$ cat src/rtl/seg7_pkg.sv
// Glyph table and FSM encodings shared by the 7-segment encoder and the scan decoder.
package seg7_pkg;

  // Active-low segment patterns, bit6=g ... bit0=a
  localparam logic [6:0] SEG_0     = 7'b1000000;
  localparam logic [6:0] SEG_1     = 7'b1111001;
  localparam logic [6:0] SEG_2     = 7'b0100100;
  localparam logic [6:0] SEG_3     = 7'b0110000;
  localparam logic [6:0] SEG_4     = 7'b0011001;
  localparam logic [6:0] SEG_5     = 7'b0010010;
  localparam logic [6:0] SEG_6     = 7'b0000010;
  localparam logic [6:0] SEG_7     = 7'b1111000;
  localparam logic [6:0] SEG_8     = 7'b0000000;
  localparam logic [6:0] SEG_9     = 7'b0010000;
  localparam logic [6:0] SEG_A     = 7'b0001000;
  localparam logic [6:0] SEG_B     = 7'b0000011;
  localparam logic [6:0] SEG_C     = 7'b1000110;
  localparam logic [6:0] SEG_D     = 7'b0100001;
  localparam logic [6:0] SEG_E     = 7'b0000110;
  localparam logic [6:0] SEG_F     = 7'b0001110;
  localparam logic [6:0] SEG_BLANK = 7'h7F;

  localparam logic [1:0] ST_WAIT  = 2'd0;
  localparam logic [1:0] ST_COUNT = 2'd1;
  localparam logic [1:0] ST_HELD  = 2'd2;

  typedef enum logic [1:0] {
    S_WAIT  = ST_WAIT,
    S_COUNT = ST_COUNT,
    S_HELD  = ST_HELD
  } scan_state_e;

endpackage

$ cat src/rtl/seg7_pattern_decode.sv
// Combinational inverse of the glyph table: segment pattern to hex nibble plus legality flag.
module seg7_pattern_decode
  import seg7_pkg::*;
(
  input  logic [6:0] pattern,
  output logic [3:0] nibble,
  output logic       legal
);

  always_comb begin
    nibble = '0;
    legal  = 1'b1;
    case (pattern)
      SEG_0:   nibble = 4'h0;
      SEG_1:   nibble = 4'h1;
      SEG_2:   nibble = 4'h2;
      SEG_3:   nibble = 4'h3;
      SEG_4:   nibble = 4'h4;
      SEG_5:   nibble = 4'h5;
      SEG_6:   nibble = 4'h6;
      SEG_7:   nibble = 4'h7;
      SEG_8:   nibble = 4'h8;
      SEG_9:   nibble = 4'h9;
      SEG_A:   nibble = 4'hA;
      SEG_B:   nibble = 4'hB;
      SEG_C:   nibble = 4'hC;
      SEG_D:   nibble = 4'hD;
      SEG_E:   nibble = 4'hE;
      SEG_F:   nibble = 4'hF;
      default: legal  = 1'b0;
    endcase
  end

endmodule

$ cat src/rtl/seg7_scan_decoder.sv
// Snoops a multiplexed 7-segment bus, qualifies each digit by dwell stability and
// reassembles the displayed multi-digit hex value.
module seg7_scan_decoder
  import seg7_pkg::*;
#(
  parameter int unsigned DIGITS        = 8,
  parameter int unsigned STABLE_CYCLES = 4
) (
  input  logic                  clk,
  input  logic                  rst,
  input  logic [6:0]            hex_i,
  input  logic [DIGITS-1:0]     an_i,
  output logic [4*DIGITS-1:0]   value_o,
  output logic [DIGITS-1:0]     digit_err_o,
  output logic                  valid_o,
  output logic                  err_o
);

  localparam int unsigned CW = $clog2(STABLE_CYCLES + 1);
  localparam int unsigned IW = (DIGITS > 1) ? $clog2(DIGITS) : 1;
  localparam logic [CW-1:0] CNT_MAX = CW'(STABLE_CYCLES);

  logic [DIGITS-1:0]   an_q;
  logic [6:0]          seg_q;
  scan_state_e         state;
  logic [CW-1:0]       cnt;
  logic [4*DIGITS-1:0] shadow_val;
  logic [DIGITS-1:0]   shadow_err;
  logic [DIGITS-1:0]   seen;

  logic [3:0]          dec_nib;
  logic                dec_legal;
  logic [IW-1:0]       idx;
  logic                qual;
  logic                same;
  logic [CW-1:0]       cnt_inc;
  logic                capture;
  logic [4*DIGITS-1:0] shadow_val_nx;
  logic [DIGITS-1:0]   shadow_err_nx;
  logic [DIGITS-1:0]   seen_nx;

  seg7_pattern_decode u_decode (
    .pattern (seg_q),
    .nibble  (dec_nib),
    .legal   (dec_legal)
  );

  // Stability is judged by the incoming sample matching the registered pair, so a
  // pair registered at edge 0 reaches STABLE_CYCLES at edge STABLE_CYCLES.
  assign same    = (an_i == an_q) && (hex_i == seg_q);
  assign qual    = ($countones(~an_q) == 1);
  assign cnt_inc = cnt + CW'(1);
  assign capture = same && qual && (state != S_HELD) && (cnt_inc == CNT_MAX);

  always_comb begin
    idx = '0;
    for (int unsigned i = 0; i < DIGITS; i++) begin
      if (!an_q[i]) idx = IW'(i);
    end
  end

  always_comb begin
    shadow_val_nx               = shadow_val;
    shadow_err_nx               = shadow_err;
    shadow_val_nx[idx*4 +: 4]   = dec_nib;
    shadow_err_nx[idx]          = ~dec_legal;
    seen_nx                     = seen | (DIGITS'(1) << idx);
  end

  always_ff @(posedge clk) begin
    if (rst) begin
      an_q        <= '1;
      seg_q       <= SEG_BLANK;
      state       <= S_WAIT;
      cnt         <= '0;
      shadow_val  <= '0;
      shadow_err  <= '0;
      seen        <= '0;
      value_o     <= '0;
      digit_err_o <= '0;
      err_o       <= 1'b0;
      valid_o     <= 1'b0;
    end else begin
      an_q    <= an_i;
      seg_q   <= hex_i;
      valid_o <= 1'b0;
      if (!same || !qual) begin
        state <= S_WAIT;
        cnt   <= '0;
      end else if (state == S_HELD) begin
        cnt <= CNT_MAX;
      end else if (capture) begin
        state      <= S_HELD;
        cnt        <= cnt_inc;
        shadow_val <= shadow_val_nx;
        shadow_err <= shadow_err_nx;
        if (&seen_nx) begin
          value_o     <= shadow_val_nx;
          digit_err_o <= shadow_err_nx;
          err_o       <= |shadow_err_nx;
          valid_o     <= 1'b1;
          seen        <= '0;
        end else begin
          seen <= seen_nx;
        end
      end else begin
        state <= S_COUNT;
        cnt   <= cnt_inc;
      end
    end
  end

endmodule

$ cat config.mk
export PLATFORM = sky130hd
export DESIGN_NAME = seg7_scan_decoder
export DESIGN_NICKNAME = d
export VERILOG_FILES = /design/src/rtl/seg7_pkg.sv /design/src/rtl/seg7_pattern_decode.sv /design/src/rtl/seg7_scan_decoder.sv
export SDC_FILE = /design/constraint.sdc
export NUM_CORES = 1
export LEC_CHECK = 0
export BUFFER_PORTS_ARGS = -buffer_cell sky130_fd_sc_hd__buf_2
export CAP_MARGIN = 5
export CORE_UTILIZATION = 35
export DETAILED_ROUTE_END_ITERATION = 10
export GPL_ROUTABILITY_DRIVEN = 0
export PLACE_DENSITY_LB_ADDON = 0.08
export SYNTH_ARGS = -nofsm -noshare
export SYNTH_HDL_FRONTEND = slang
export SYNTH_SLANG_ARGS = --single-unit
$ cat constraint.sdc
create_clock -name clk -period 6.8 [get_ports clk]
set_input_delay 0.68 -clock clk [delete_from_list [all_inputs] [get_ports clk]]
set_output_delay 0.68 -clock clk [all_outputs]
set_load 0.01 [all_outputs]
### Yosys cells after proc, flatten, opt, wreduce, memory -nomap -nowiden

Cells that the tools add are included.

* register bits: 110
* output and inout port bits: 42
* word-level logic and storage cells: 87

* add/subtract/negate cells: 9
* order comparisons: 2
* equal/unequal tests: 21
* shift operators: 3
* muxes and demuxes: 17
* bitwise operators: 6
* reductions and logical operators: 17

Operators by type and width (number)
* $pmux 4 s15: 1
* $neg 5->34: 1
* $shift 4x34->32 const A: 1
* $shiftx 4x34->32: 1
* $bwmux 32: 1
* $eq 7x7->1 const B: 4
* $eq 7x5->1 const B: 3
* $eq 7x6->1 const B: 3
* $mux 3: 7
* $reduce_or 16->1: 1
* $eq 7x2->1 const B: 2
* $eq 7x4->1 const B: 2
* $reduce_and 11->1: 1
* $add 1x1->2: 4
* $bwmux 8: 1
* $eq 8x8->1: 1
* $mux 8: 1
* $not 8->8: 1
* $or 8x8->8: 1
* $reduce_and 8->1: 1
* $reduce_or 8->1: 1
* $shl 1x3->8 const A: 1
* $eq 7x3->1 const B: 1
* $eq 7x7->1: 1
* other kinds (21): 33

### Depth between registers and ports, before layout

* word-level depth: 13
* depth in mapped cells: 15
* gate-level depth less buffers: 13

### Hierarchy

From an unflattened synthesis, not the netlist that was laid out.

* cell total of the unflattened synthesis: 591
* area, all modules: 5366.4 um^2

Modules (own cells, without submodules)
* seg7_scan_decoder: instances 1, cells each 528, area each 4973.5 um^2, sequential area each 2202.1 um^2
* seg7_pattern_decode: instances 1, cells each 63, area each 392.9 um^2, sequential area each 0.0 um^2

### Worst setup path after synthesis

OpenSTA, ideal clock, no wires.

* path kind: reg-to-reg
* start: register an_q[1]
* end: register digit_err_o[4]
* data arrival time: 3.975 ns
* data required time: 6.714 ns
* setup slack: 2.739 ns
* cell stages (with the launch flop): 16
* buffers on the path: 2
* period minus slack after synthesis: 4.061 ns
* cell sequence: dfxtp_1 fa_1 inv_1 fa_1 fa_1 ha_1 inv_1 fa_1 a211oi_1 mux2i_1 or3_1 nor4_4 buf_4 buf_4 nor2_1 a211oi_1

* longest elaborated chain between the ends: 12
* elaborated cells between the ends (all ways): 30

RTL lines
* start: declaration: line seg7_scan_decoder.sv:23 `logic [DIGITS-1:0] an_q;`
* start signal: assignment: line seg7_scan_decoder.sv:84 `an_q <= an_i;`
* $mux 1: line seg7_scan_decoder.sv:58 `if (!an_q[i]) idx = IW'(i);`
* $mux 3 (6 in series): line seg7_scan_decoder.sv:58
* $lt 3x4->1 (not written as such) / $ge 3x1->1 (equally long branches): line seg7_scan_decoder.sv:66 `shadow_err_nx[idx] = ~dec_legal;`
* $logic_and 1x1->1 (not written as such): line seg7_scan_decoder.sv:66
* $mux 1 (not written as such): line seg7_scan_decoder.sv:66
* $demux 1 s3: line seg7_scan_decoder.sv:66
* $bwmux 8: line seg7_scan_decoder.sv:66
* end signal: assignment: line seg7_scan_decoder.sv:99 `digit_err_o <= shadow_err_nx;`
* end: declaration: line seg7_scan_decoder.sv:14 `output logic [DIGITS-1:0] digit_err_o,`

Parallel ways exist; a longest one is shown, timed or not.
A chain may end at the register's enable or synchronous reset.

### Worst setup path after layout

* start: register an_q[3]
* end: register seen[5]

* longest elaborated chain between the ends: 9
* elaborated cells between the ends (all ways): 24

RTL lines
* $not 8->8 / $mux 3 (equally long branches): line seg7_scan_decoder.sv:51, seg7_scan_decoder.sv:58
* $add 1x1->2 (not written as such) / $mux 3 (equally long branches): line seg7_scan_decoder.sv:51, seg7_scan_decoder.sv:58
* $add 2x2->3 (not written as such) / $mux 3 (equally long branches): line seg7_scan_decoder.sv:51, seg7_scan_decoder.sv:58
* $add 3x3->4 (not written as such) / $mux 3 (equally long branches): line seg7_scan_decoder.sv:51, seg7_scan_decoder.sv:58
* $eq 4x1->1 / $mux 3 (equally long branches): line seg7_scan_decoder.sv:51, seg7_scan_decoder.sv:58
* $logic_and 1x1->1 (tied with other cells) (3 in series): line seg7_scan_decoder.sv:53 `assign capture = same && qual && (state != S_HELD) && (cnt_inc == CNT_MAX);`
* $reduce_and 3->1 (no source line) / $mux 8 (equally long branches)
* end signal: assignment: line seg7_scan_decoder.sv:104 `seen <= seen_nx;`
* end: declaration: line seg7_scan_decoder.sv:29 `logic [DIGITS-1:0] seen;`

Parallel ways exist; a longest one is shown, timed or not.

==> results.md <==
- Clock Power Share: 0.404
- Xor/xnor cell area share of the yosys netlist: 0.0269
- Met2 GRT Util: 0.293
- Residual DRC: 0
- DRT Wirelength: 14600 um
- Min-delay src: cnt[0]$_SDFF_PP0_
- RSZ-0062 raised after global routing: false
- HPWL after DPL: 10400 um
- Reg power frac: 0.496
- Switching power: 0.345 mW
- Initial antenna violation count: 0
- Leak pwr: approximately 2.3 nW
- PostCTS Resize Cnt: 0
- Layout cells sized above 1: 0.165
- P_int: 0.989 mW
- CP Cell Sequence: fa_1, inv_1, fa_1, fa_1, ha_1, inv_1, fa_1, a211oi_1, mux2i_1, or3_1, nor2_4, a31o_2, and2_1
- Async SR Flop Fraction: 0
- FP Rows: 45
- CP max FO: 40
- Filler cells: 1600
- Remaining global-route overflow: 0
- M1 GR Usage: 0.262
- Fmax: 218 MHz
- Synth Area in Adders: 0.0394
- Synth Net Count: between 600 and 700
- Routed Antenna Nets: 0
- Cts hold-fix bufs: 0
- Fin crit period: 4.60 ns
- Post-CTS Setup Bufs: 0
- Total of max-cap violations: 0
- Most Crowded Layer GR: met2
- Worst skew pair latency: ~0.36 ns
- Slew Viols, Final: 0
- Reg2reg end: seen[5]$_SDFFE_PP0P_
- CTS Buf Count: 9
- Non-Filler Instances: 889
- Combinational power share: 0.099
- Vias in the first global route: 4538
- Status: complete, no violations
- Multi-input logic area: approximately 3000 um2
- Global Route Usage Sum: 0.189
- Die height: approximately 130 um
- CP required: 7.10 ns
- First-pass GRT wire length: 23900 um
- Startpoint types: flip-flop
- Hold endpoint: cnt[0]$_SDFF_PP0_
- Sink Count: between 100 and 150
- Initial Util: 0.361
- Register area share after synthesis: 0.398
- Largest net degree at the start of global routing: 67
- Via/cell ratio: between 5 and 6
- Critical path's slowest cell: nor2_4
- CTS tree: built
- Avg Synthesized Cell Area: 8.52 um2
- Core ar.: around 15000 um2
- Compound-Gate Fraction of Synth Area: 0.190
- Initial DRC count: around 340
- Finish-stage setup viols: 0
- Clk buf depth: 2
- Synth Flop Type: dfxtp_1
- Largest family of logic cells by synthesized area: simple AND/OR/NAND/NOR gates
- Drt wl/cell: roughly 16 um
- Hold Path Stages: 1
- Rel. slew slack: 0.301
- Mapped Area: 5530 um2
- CP peak stage delay: around 0.79 ns
- Synth Instances: between 600 and 700
- CTS Root Cell: clkbuf_16
- Worst-margin pin slew: ~1.0 ns
- Hold Path Class: reg2reg
- I/O Buffers: 58
- CTS H-tree lvls: 3
- Vias post-DR: about 4800
- Setup TNS: 0 ns
- Met3 usage: 0.0351
- R2R cell count: 13
- Ys Warns: 0
- Placed cell count: around 870
- Power density over the cells: 215 nW/um2
- Final period util: 0.676
- Register area: roughly 2200 um2
- Synth Register Bits: 110
- Final Hold Fails: 0
- Antenna Cells: 0
- Max VDD drop: about 0.00016 V
- Worst reg2reg startpoint: an_q[3]$_SDFF_PP1_
- P&R area growth vs syn: 12.3%
- Post-synthesis mux area share: 0.0636
- Most used cell along the critical path: fa_1
- Register-to-register setup slack: 2.20 ns
- Die area: ~16000 um2
- Design Power: 1.33 mW
- Yosys cell types: 65
- Worst Setup End Kind: flip-flop
- Worst-path clk slew: roughly 0.070 ns
- 1st-pass router iterations: 5
- Kind of critical path: reg2reg
- Post-Synth Simple-Gate Area: 0.230
- # IOs: a little under 60
- Post-synth EDFFs: 0
- Worst Skew: approximately 0.012 ns
- Sw frac: 0.258
- Nets@finish: roughly 710
- Die W: roughly 130 um
- Worst Path Arrival: ~4.9 ns
[cells by family after synthesis]
| kind of cell | Yosys count |
|---|---|
| AND/OR/NAND/NOR | 237 |
| multiplexers | 35 |
| buffers and inverters | 67 |
| AO/OA/AOI/OAI | 168 |
| flip-flops | 110 |
| adder cells (fa/ha/maj) | 15 |
| XOR/XNOR | 17 |
[through the flow]
| stage | utilization | hold slack [ns] | area, um2 | setup slack, ns |
|---|---|---|---|---|
| floorplan | - | 0.421 | 5530 | 2.74 |
| global placement | 0.386 | 0.434 | 5910 | 2.30 |
| detailed placement | 0.386 | 0.443 | 5910 | 2.23 |
| CTS | 0.406 | 0.460 | 6210 | 2.20 |
| global route | 0.406 | 0.486 | 6210 | 1.77 |
| finish | 0.406 | 0.456 | 6210 | 2.20 |
[power by group through the flow]
stage | logic, mW | clock network (mW) | registers [mW]
after floorplan | 0.107 | 0 | 0.667
after global placement | 0.130 | 0 | 0.676
after detailed placement | 0.132 | 0 | 0.677
after CTS | 0.133 | 0.558 | 0.661
after global routing | 0.149 | 0.585 | 0.663
final | 0.133 | 0.539 | 0.662
[worst max-delay path: cells and delay by family, from the launching register on]
family          cells  cell delay (ns)
compound gates      2             0.47
fa+ha+maj           5             1.93
buf+inv             2             0.13
flops               1             0.50
mux                 1             0.14
simple gates        3             1.36
[registers in the layout, summed over array words and instances, names as in the netlist]
| name | cells |
|---|---|
| seen | 8 |
| shadow_val | 32 |
| cnt | 3 |
| err_o | 1 |
| value_o | 32 |
| digit_err_o | 8 |
| seg_q | 7 |
| state | 2 |
| valid_o | 1 |
| an_q | 8 |
| shadow_err | 8 |
[synth_stat cells, types with 11 or more instances]
cell type | n | area (um2)
nor2_1 | 67 | 251
nand2_1 | 20 | 75.1
nand2b_1 | 13 | 81.3
mux2i_1 | 34 | 340
buf_2 | 17 | 85.1
nor3_1 | 16 | 80.1
and3_1 | 11 | 68.8
ha_1 | 11 | 138
inv_1 | 17 | 63.8
xnor2_1 | 14 | 123
clkbuf_1 | 28 | 105
nand3_1 | 48 | 240
or2_2 | 16 | 100
a211oi_1 | 37 | 278
dfxtp_1 | 110 | 2200
o21ai_0 | 34 | 170
a21oi_1 | 60 | 300
[how the worst max path moves through the flow]
stage,from,end,depth (start not counted)
after CTS,an_q[3]$_SDFF_PP1_,shadow_err[3]$_SDFFE_PP0P_,13
final,an_q[3]$_SDFF_PP1_,seen[5]$_SDFFE_PP0P_,13
after global placement,an_q[3]$_SDFF_PP1_,shadow_val[24]$_SDFFE_PP0P_,13
after detailed placement,an_q[3]$_SDFF_PP1_,shadow_err[3]$_SDFFE_PP0P_,13
after global routing,an_q[3]$_SDFF_PP1_,shadow_val[22]$_SDFFE_PP0P_,13
after floorplan,an_q[1]$_SDFF_PP1_,digit_err_o[4]$_SDFFE_PP0P_,15
[metal layers]
| layer | wire length (um) | part of all wire | vias up |
|---|---|---|---|
| met3 | 735 | 0.050 | 11 |
| li1 | - | - | 2374 |
| met1 | 7130 | 0.49 | 2240 |
| met4 | 274 | 0.019 | 0 |
| met5 | 0 | 0 | - |
| met2 | 6480 | 0.44 | 134 |
[area by class of cell]
| type | instances | share of cell area |
|---|---|---|
| sequential | 110 | 0.355 |
| tap | 211 | 0.0425 |
| clock buffer | 10 | 0.0385 |
| clock inverter | 5 | 0.00967 |
| timing repair buffer | 63 | 0.0528 |
| inverter | 18 | 0.0109 |
| multi-input combinational | 472 | 0.491 |
[cells in the final DEF (no fill, tap or decap), types with 3 or more instances in the layout]
master / netlist / final
nor3_1: 16 / 16
nor4_1: 3 / 3
nor2_1: 67 / 66
a211oi_1: 37 / 37
mux2i_1: 34 / 34
nand4_1: 4 / 4
a21oi_1: 60 / 60
xnor2_1: 14 / 14
fa_1: 4 / 4
nor2b_1: 5 / 5
buf_4: 3 / 5
inv_1: 17 / 17
o21ai_0: 34 / 34
a31o_2: 7 / 7
or2_2: 16 / 16
and2_1: 8 / 8
buf_2: 17 / 58
a21o_1: 4 / 4
dfxtp_1: 110 / 110
nand2b_1: 13 / 13
clkbuf_16: 0 / 9
and3_1: 11 / 11
nand2_1: 20 / 20
or3_1: 5 / 5
nand3_1: 48 / 48
o211ai_1: 8 / 8
ha_1: 11 / 11
xor2_1: 3 / 3
Note: power is estimated with default switching activity, not from simulation.
